===== src/rtl/fifo_pkg.sv =====
// -----------------------------------------------------------------------------
// fifo_pkg
// Shared helpers for the dual-clock FIFO controllers.
//   bin2gray / gray2bin : pointer code conversions. Both operate on a
//   GRAY_MAX_W-bit vector; callers zero-extend their narrower pointer on the
//   way in and truncate on the way out. Leading zeros do not disturb either
//   conversion, so one function pair serves every pointer width up to
//   GRAY_MAX_W.
// Optional build macro used by the read-side controller: FIFO_RD_USEDW_EN.
// -----------------------------------------------------------------------------
package fifo_pkg;

  localparam int GRAY_MAX_W = 32;

  function automatic logic [GRAY_MAX_W-1:0] bin2gray(input logic [GRAY_MAX_W-1:0] i_bin);
    return i_bin ^ (i_bin >> 1);
  endfunction

  // Each binary bit is the XOR of all Gray bits at and above it.
  function automatic logic [GRAY_MAX_W-1:0] gray2bin(input logic [GRAY_MAX_W-1:0] i_gray);
    logic [GRAY_MAX_W-1:0] w_bin;
    w_bin[GRAY_MAX_W-1] = i_gray[GRAY_MAX_W-1];
    for (int i = GRAY_MAX_W - 2; i >= 0; i--) begin
      w_bin[i] = w_bin[i+1] ^ i_gray[i];
    end
    return w_bin;
  endfunction

endpackage


===== src/rtl/gray_sync.sv =====
// -----------------------------------------------------------------------------
// gray_sync
// Multi-flop synchronizer for a Gray-coded pointer crossing clock domains.
// Pure flop chain: nothing sits between the stages so every stage has a full
// clock period to resolve metastability.
// Ports:
//   clk_i  : destination-domain clock
//   aclr_i : asynchronous active-high clear, forces every stage to 0
//   d_i    : WIDTH-bit Gray pointer from the source domain
//   q_o    : synchronized pointer (output of the last stage)
// Parameters: WIDTH (pointer width), STAGES (flop count, 2 or more).
// -----------------------------------------------------------------------------
module gray_sync #(
  parameter int WIDTH  = 4,
  parameter int STAGES = 2
) (
  input  logic             clk_i,
  input  logic             aclr_i,
  input  logic [WIDTH-1:0] d_i,
  output logic [WIDTH-1:0] q_o
);

  logic [WIDTH-1:0] r_sync [STAGES];

  always_ff @(posedge clk_i or posedge aclr_i) begin
    if (aclr_i) begin
      r_sync[0] <= '0;
    end else begin
      r_sync[0] <= d_i;
    end
  end

  genvar gi;
  generate
    for (gi = 1; gi < STAGES; gi++) begin : g_stage
      always_ff @(posedge clk_i or posedge aclr_i) begin
        if (aclr_i) begin
          r_sync[gi] <= '0;
        end else begin
          r_sync[gi] <= r_sync[gi-1];
        end
      end
    end
  endgenerate

  assign q_o = r_sync[STAGES-1];

endmodule


===== src/rtl/fifo_rd_ctrl.sv =====
// -----------------------------------------------------------------------------
// fifo_rd_ctrl
// Read-side controller of the dual-clock FIFO. Owns the read pointer, RAM read
// address/strobe, empty flag and fill count, synchronizes the write pointer
// into rd_clk_i and publishes a registered Gray read pointer.
// Ports:
//   rd_clk_i       : read clock (all registers)
//   aclr_i         : asynchronous active-high reset
//   rd_req_i       : consumer read request
//   wr_pntr_gray_i : Gray write pointer from the write domain (AWIDTH+1)
//   rd_pntr_o      : RAM read address (binary read pointer without MSB)
//   ram_rd_req_o   : RAM read strobe (accepted read)
//   rd_empty_o     : empty flag (pessimistic)
//   rd_usedw_o     : words available, 0..2**AWIDTH
//   rd_pntr_gray_o : registered Gray read pointer to the write domain
//   underflow_o    : one-cycle pulse on a read request while empty
// Build option: FIFO_RD_USEDW_EN builds the fill counter; without it
// rd_usedw_o is tied to 0 and everything else is unchanged.
// -----------------------------------------------------------------------------
module fifo_rd_ctrl
  import fifo_pkg::*;
#(
  parameter int AWIDTH      = 3,
  parameter int SYNC_STAGES = 2
) (
  input  logic              rd_clk_i,
  input  logic              aclr_i,
  input  logic              rd_req_i,
  input  logic [AWIDTH:0]   wr_pntr_gray_i,
  output logic [AWIDTH-1:0] rd_pntr_o,
  output logic              ram_rd_req_o,
  output logic              rd_empty_o,
  output logic [AWIDTH:0]   rd_usedw_o,
  output logic [AWIDTH:0]   rd_pntr_gray_o,
  output logic              underflow_o
);

  localparam int PW = AWIDTH + 1;

  logic [PW-1:0] r_rd_bin;
  logic [PW-1:0] r_rd_gray;
  logic          r_empty;
  logic          r_underflow;

  logic          w_rd_ack;
  logic [PW-1:0] w_rd_bin_next;
  logic [PW-1:0] w_rd_gray_next;
  logic [PW-1:0] w_wr_gray_s;

  // The empty flag gates acceptance, so the last word read sets empty on the
  // same edge and a following request cannot over-read.
  assign w_rd_ack       = rd_req_i & ~r_empty;
  assign w_rd_bin_next  = r_rd_bin + PW'(w_rd_ack);
  assign w_rd_gray_next = PW'(bin2gray(GRAY_MAX_W'(w_rd_bin_next)));

  gray_sync #(
    .WIDTH  (PW),
    .STAGES (SYNC_STAGES)
  ) u_wr_sync (
    .clk_i  (rd_clk_i),
    .aclr_i (aclr_i),
    .d_i    (wr_pntr_gray_i),
    .q_o    (w_wr_gray_s)
  );

  // Empty compares the next read pointer against the (stale) synchronized
  // write pointer: lag can only make it claim empty longer, never shorter.
  always_ff @(posedge rd_clk_i or posedge aclr_i) begin
    if (aclr_i) begin
      r_rd_bin    <= '0;
      r_rd_gray   <= '0;
      r_empty     <= 1'b1;
      r_underflow <= 1'b0;
    end else begin
      r_rd_bin    <= w_rd_bin_next;
      r_rd_gray   <= w_rd_gray_next;
      r_empty     <= (w_rd_gray_next == w_wr_gray_s);
      r_underflow <= rd_req_i & r_empty;
    end
  end

`ifdef FIFO_RD_USEDW_EN
  logic [PW-1:0] w_wr_bin_s;
  logic [PW-1:0] r_usedw;

  assign w_wr_bin_s = PW'(gray2bin(GRAY_MAX_W'(w_wr_gray_s)));

  // Modulo-2**PW difference; the wrap bit makes a full FIFO read as 2**AWIDTH.
  always_ff @(posedge rd_clk_i or posedge aclr_i) begin
    if (aclr_i) begin
      r_usedw <= '0;
    end else begin
      r_usedw <= w_wr_bin_s - w_rd_bin_next;
    end
  end

  assign rd_usedw_o = r_usedw;
`else
  assign rd_usedw_o = '0;
`endif

  assign rd_pntr_o      = r_rd_bin[AWIDTH-1:0];
  assign rd_pntr_gray_o = r_rd_gray;
  assign rd_empty_o     = r_empty;
  assign underflow_o    = r_underflow;
  assign ram_rd_req_o   = w_rd_ack;

endmodule


===== config.mk =====
export PLATFORM = sky130hd
export DESIGN_NAME = fifo_rd_ctrl
export DESIGN_NICKNAME = d
export VERILOG_FILES = /design/src/rtl/fifo_pkg.sv /design/src/rtl/gray_sync.sv /design/src/rtl/fifo_rd_ctrl.sv
export SDC_FILE = /design/constraint.sdc
export NUM_CORES = 1
export LEC_CHECK = 0
export ABC_AREA = 1
export CORE_MARGIN = 2
export CORE_UTILIZATION = 45
export CTS_CLUSTER_SIZE = 16
export DETAILED_ROUTE_END_ITERATION = 16
export GPL_ROUTABILITY_DRIVEN = 0
export GPL_TIMING_DRIVEN = 0
export PLACE_DENSITY_LB_ADDON = 0.12
export SLEW_MARGIN = 20
export SYNTH_ARGS = -nofsm -noshare
export SYNTH_HDL_FRONTEND = slang
export SYNTH_HIERARCHICAL = 1
export SYNTH_SLANG_ARGS = --single-unit

===== constraint.sdc =====
create_clock -name rd_clk_i -period 2.5 [get_ports rd_clk_i]
set_clock_uncertainty 0.2 [all_clocks]
set_input_delay 0.75 -clock rd_clk_i [delete_from_list [all_inputs] [get_ports rd_clk_i]]
set_output_delay 0.75 -clock rd_clk_i [all_outputs]
set_load 0.005 [all_outputs]

* Word level (Yosys, flattened, before mapping)
Index checks and enable logic that the tools add are counted.
** Storage, ports and cells
- Word-level logic and storage cells :: 12
- Input bits :: 7
- Memory bits (writable) :: 0
- Bits in read-only memories :: 0
- Bits in registers :: 18
- Memories kept :: 0
- Bits in latches :: 0
- Output and inout bits :: 14
** Operators by class
- Equality and inequality tests :: 1
- Bitwise operators :: 4
- Shifts and indexed selects :: 0
- Multiplexer cells :: 0
- $add $sub $neg :: 1
- Magnitude comparators :: 0
- Reductions and logical operators :: 0
- $mul :: 0
- Div/mod/pow operators :: 0
** Operator list (count)
- $add A4 B1 Y4 :: 1
- $eq A4 B4 Y1 :: 1
- $xor A4 B3 Y4 :: 1
- $and A1 B1 Y1 :: 2
- $not A1 Y1 :: 1

* Logic depth before layout (Yosys ltp)
- Depth in word-level cells :: 5
- Depth in mapped cells :: 13
- Mapped depth without buffers :: 13

* Hierarchy
The synthesis kept the hierarchy.
** By module, submodules not included
- fifo_rd_ctrl :: cells an instance 68, times used 1, seq. area each 226.5 µm², area each 516.7 µm²
- gray_sync :: cells an instance 13, times used 1, seq. area each 200.2 µm², area each 234.0 µm²

* Worst setup path before layout
No wires, ideal clock.
- Path type :: input -> register
- From :: input rd_req_i
- To :: register r_empty (netlist: rd_empty_o)
- Data arrival time :: 1.874 ns
- Data required time :: 2.236 ns
- Cell stages on the path :: 12
- Buffers on the path :: 0
- Library setup time :: 0.064 ns
- Setup slack :: 0.362 ns
- Path through :: inv_1 -> nor2_1 -> ha_1 -> ha_1 -> inv_2 -> nand2_1 -> nand3b_1 -> nand2_1 -> nand2_1 -> nor2_2 -> nand2_1 -> nor2_2
** Between the ends
- Cells in the longest elaborated chain, start to end :: 4
** Ends and longest elaborated chain
- start: declaration :: RTL line fifo_rd_ctrl.sv:28 : input logic rd_req_i,
- $and A1 B1 Y1 :: RTL line fifo_rd_ctrl.sv:52 : assign w_rd_ack = rd_req_i & ~r_empty;
- via ram_rd_req_o :: RTL line fifo_rd_ctrl.sv:31 : output logic ram_rd_req_o,
- $add A4 B1 Y4 :: RTL line fifo_rd_ctrl.sv:53 : assign w_rd_bin_next = r_rd_bin + PW'(w_rd_ack);
- via w_rd_bin_next[1] :: RTL line fifo_rd_ctrl.sv:46 : logic [PW-1:0] w_rd_bin_next;
- $xor A4 B3 Y4 :: RTL line fifo_pkg.sv:16 : return i_bin ^ (i_bin >> 1);
- $eq A4 B4 Y1 :: RTL line fifo_rd_ctrl.sv:77 : r_empty <= (w_rd_gray_next == w_wr_gray_s);
- end signal: assignment :: RTL line fifo_rd_ctrl.sv:77
- end: declaration :: RTL line fifo_rd_ctrl.sv:42 : logic r_empty;
The timed path passes the listed nets, and every way through them passes these cells.

* Worst setup path in the final report
- From :: input rd_req_i
- To :: output ram_rd_req_o
** Between the ends
- Cells in the longest elaborated chain, start to end :: 1
** Ends and longest elaborated chain (RTL line)
- $and A1 B1 Y1 :: fifo_rd_ctrl.sv:52
- end: declaration :: fifo_rd_ctrl.sv:31
No other way between the ends.

==> Implementation_results.wiki <==
{| class="wikitable"
! Metric !! Value
|-
| Effective utilization at floorplan || 48.70%
|-
| Mean area per synthesized cell || 9.268 sq um
|-
| Number of antenna cells inserted || 0
|-
| Per-cell routed wire length || 9.645 um
|-
| Register Area || 426.7 sq um
|-
| CP startpoint kind || input pin
|-
| CP Class || in -> out
|-
| Largest cells by area after synthesis || sky130_fd_sc_hd__dfrtp_1 (53%), sky130_fd_sc_hd__nand2_1 (12%), sky130_fd_sc_hd__buf_4 (8.0%), sky130_fd_sc_hd__nand3_1 (4.7%), sky130_fd_sc_hd__inv_1 (4.5%)
|-
| Net count reported at finish || 115
|-
| Total via count in the routed design || 553
|-
| M1 wire length || 519 um
|-
| Highest attainable clock frequency || 410.4 MHz
|-
| Clock Latency Late Sink || 0.29 ns
|-
| Power per cell area || 1141 nW/um^2
|-
| Placement row count || 14
|-
| Met3 routed wirelength || 63 um
|-
| Area share of the leading cell type in the synthesized netlist || 53.33%
|-
| Number of DRC violations after detailed-routing iteration 0 || 1
|-
| Depth of the worst register-to-register path || 12
|-
| Count of input and output buffers || 16
|-
| CTS sink count || 17
|-
| Routed met2 length || 567 um
|-
| Wirelength, routed || 1.167 mm
|-
| Pin count of the biggest net entering global routing || 10
|-
| Endpoint required time on the critical path || 1.55 ns
|-
| DR vias/cell || 4.570
|-
| TritonCTS clock tree || yes
|-
| Final worst-path cycle share || 97.47%
|-
| Synth cell types || 14
|-
| Finished Layout Cells || 121
|-
| Critical path peak fanout || 2
|-
| Detail Placement HPWL || 926.2 um
|-
| Min Tclk post-route || 2.437 ns
|-
| Maximum level of the CTS H-tree || 1
|-
| Most area-hungry cell type in the Yosys netlist || sky130_fd_sc_hd__dfrtp_1
|-
| Layout Area Growth over Synthesis || 33.33%
|-
| Final-layout fill cell count || 130
|-
| Worst supply voltage drop on vdd || 0.5441 mV
|-
| Fraction of layout cells with a size suffix above 1 || 23.81%
|-
| Vias in the first global route || 512
|-
| Die footprint || 2011 sq um
|-
| Max cap viols || 0
|-
| Number of register bits inferred by synthesis || 17
|-
| Unrepaired setup endpoints after global routing || no
|-
| Arrival time worst endpoint || 1.49 ns
|-
| Total standard cell area after synthesis || 750.7 sq um
|-
| Count of unresolved DRC violations after routing || 0
|-
| Footprint of the multi-input gates || 267.8 sq um
|-
| Io pins || 21
|-
| Overall power of the completed layout || 1.143 mW
|-
| DIE WIDTH || 44.85 um
|-
| Antenna violations before repair || 0
|-
| Remaining number of nets flagged by the antenna check after routing || 0
|-
| Register area share after synthesis || 56.83%
|-
| Overall die height || 44.85 um
|-
| Outcome || finished clean
|-
| Yosys warning total || 6
|-
| Total instance count after detailed placement || 116
|-
| Classification of the worst-slack hold path || reg -> reg
|-
| Cells on Worst Hold Path || 0
|-
| First drt pass iteration count || 2
|-
| Overflow left after global routing || 0
|-
| Setup-violating endpoint count in the final report || 0
|-
| Top layer reached by signal wires || met4
|-
| Cell leakage power || 0.5130 nW
|-
| Root buf cell || sky130_fd_sc_hd__clkbuf_4
|-
| Core area || 1541 sq um
|-
| First-pass GRT wire length || 2.063 mm
|-
| Tot GR Track Use || 14.30%
|-
| Critical path endpoint category || primary output
|-
| Final Max Slew Viols || 0
|-
| Clock-pin transition on the worst setup and hold timing paths || 0.09 ns
|-
| Longest Clk Path Bufs || 2
|-
| Gate count after technology mapping || 81
|-
| Clock buffer count from CTS || 3
|-
| Endpoints failing hold || 0
|}
==> area by class of cell <==
cell class	count	share of cell area, %
Sequential cell	17	42.62
Tap cell	16	2.000
Buffer	8	6.000
Multi-Input combinational cell	49	26.75
Clock buffer	4	2.625
Inverter	10	3.750
Timing Repair Buffer	17	16.25
==> registers in the layout, summed over array words and instances, names as in the netlist <==
name	cells
rd_pntr_gray_o	3
rd_empty_o	1
u_wr_sync/q_o	4
u_wr_sync/r_sync	4
underflow_o	1
r_rd_bin	4
==> cells in the final DEF, fill, tap and decap left out, drive strengths merged <==
master	n
buf	10
nand4	2
dfstp	1
conb	4
clkdlybuf4s50	15
nand3b	2
dfrtp	16
nand3	7
nand2	28
ha	2
nor2	4
clkbuf	4
inv	10
==> cells in the mapped netlist <==
cell type                  number
sky130_fd_sc_hd__inv_1          9
sky130_fd_sc_hd__nand2_2        4
sky130_fd_sc_hd__nand3b_1       2
sky130_fd_sc_hd__buf_4          8
sky130_fd_sc_hd__ha_1           2
sky130_fd_sc_hd__nand3_1        7
sky130_fd_sc_hd__nand4_1        2
sky130_fd_sc_hd__nand2_1       24
sky130_fd_sc_hd__nor2_2         2
sky130_fd_sc_hd__nor2_1         2
sky130_fd_sc_hd__conb_1         1
sky130_fd_sc_hd__dfstp_2        1
sky130_fd_sc_hd__inv_2          1
sky130_fd_sc_hd__dfrtp_1       16
==> through the flow <==
step                      TNS, ns  utilization (%)  setup WS (ns)  area, sq um  hold WS (ns)
final                           0            64.94        0.06320         1001        0.1577
after global routing            0            64.94       0.004021         1001        0.1736
after CTS                       0            63.96        0.03120        985.9        0.1614
after detailed placement  -0.8771            61.12        -0.4121        942.2        0.1380
after global placement    -0.7061            61.12        -0.4004        942.2        0.1343
after floorplan                 0                -         0.3618        762.0        0.1312
==> power breakdown <==
part	total, mW	switching, mW	internal (mW)
Clock	0.144	0.0818	0.0621
Combinational	0.588	0.290	0.298
Sequential	0.411	0.0566	0.354
==> path summary, 6_finish.rpt <==
check	end	slack (ns)	start
max reg2reg	rd_empty_o$_DFF_PP1_	0.53	rd_empty_o$_DFF_PP1_
max in group asynchronous	rd_empty_o$_DFF_PP1_	1.24	aclr_i
max	ram_rd_req_o	0.06	rd_req_i
min in group asynchronous	u_wr_sync/r_sync[5]$_DFF_PP0_	0.52	aclr_i
min reg2reg	u_wr_sync/q_o[0]$_DFF_PP0_	0.16	u_wr_sync/r_sync[4]$_DFF_PP0_
min	u_wr_sync/q_o[0]$_DFF_PP0_	0.16	u_wr_sync/r_sync[4]$_DFF_PP0_
==> kinds of logic after synthesis <==
kind of cell / after synthesis / synth area share (%)
and+or+nand+nor: 43 / 26.33
buffers and inverters: 18 / 13.00
DFF: 17 / 56.83
adders and majority gates: 2 / 3.333
other: 1 / 0.4995
==> timing repair <==
item	in CTS	in global routing
hold buffers	0	0
gates resized for setup	6	3
buffers inserted	1	0
endpoints found under the setup margin	1	2
pin swaps	1	2
==> worst max-delay path, cell delays in order <==
cell and delay (ns):
sky130_fd_sc_hd__clkdlybuf4s50_1 0.48, sky130_fd_sc_hd__inv_1 0.05, sky130_fd_sc_hd__nor2_2 0.08, sky130_fd_sc_hd__buf_2 0.12
==> per-layer routing <==
layer,GRT usage [%],vias up
met5,0,-
met2,22.61,15
li1,-,286
met1,18.06,250
met3,2.400,2
met4,9.412,0
No activity file was read; power rests on OpenSTA's default activity.
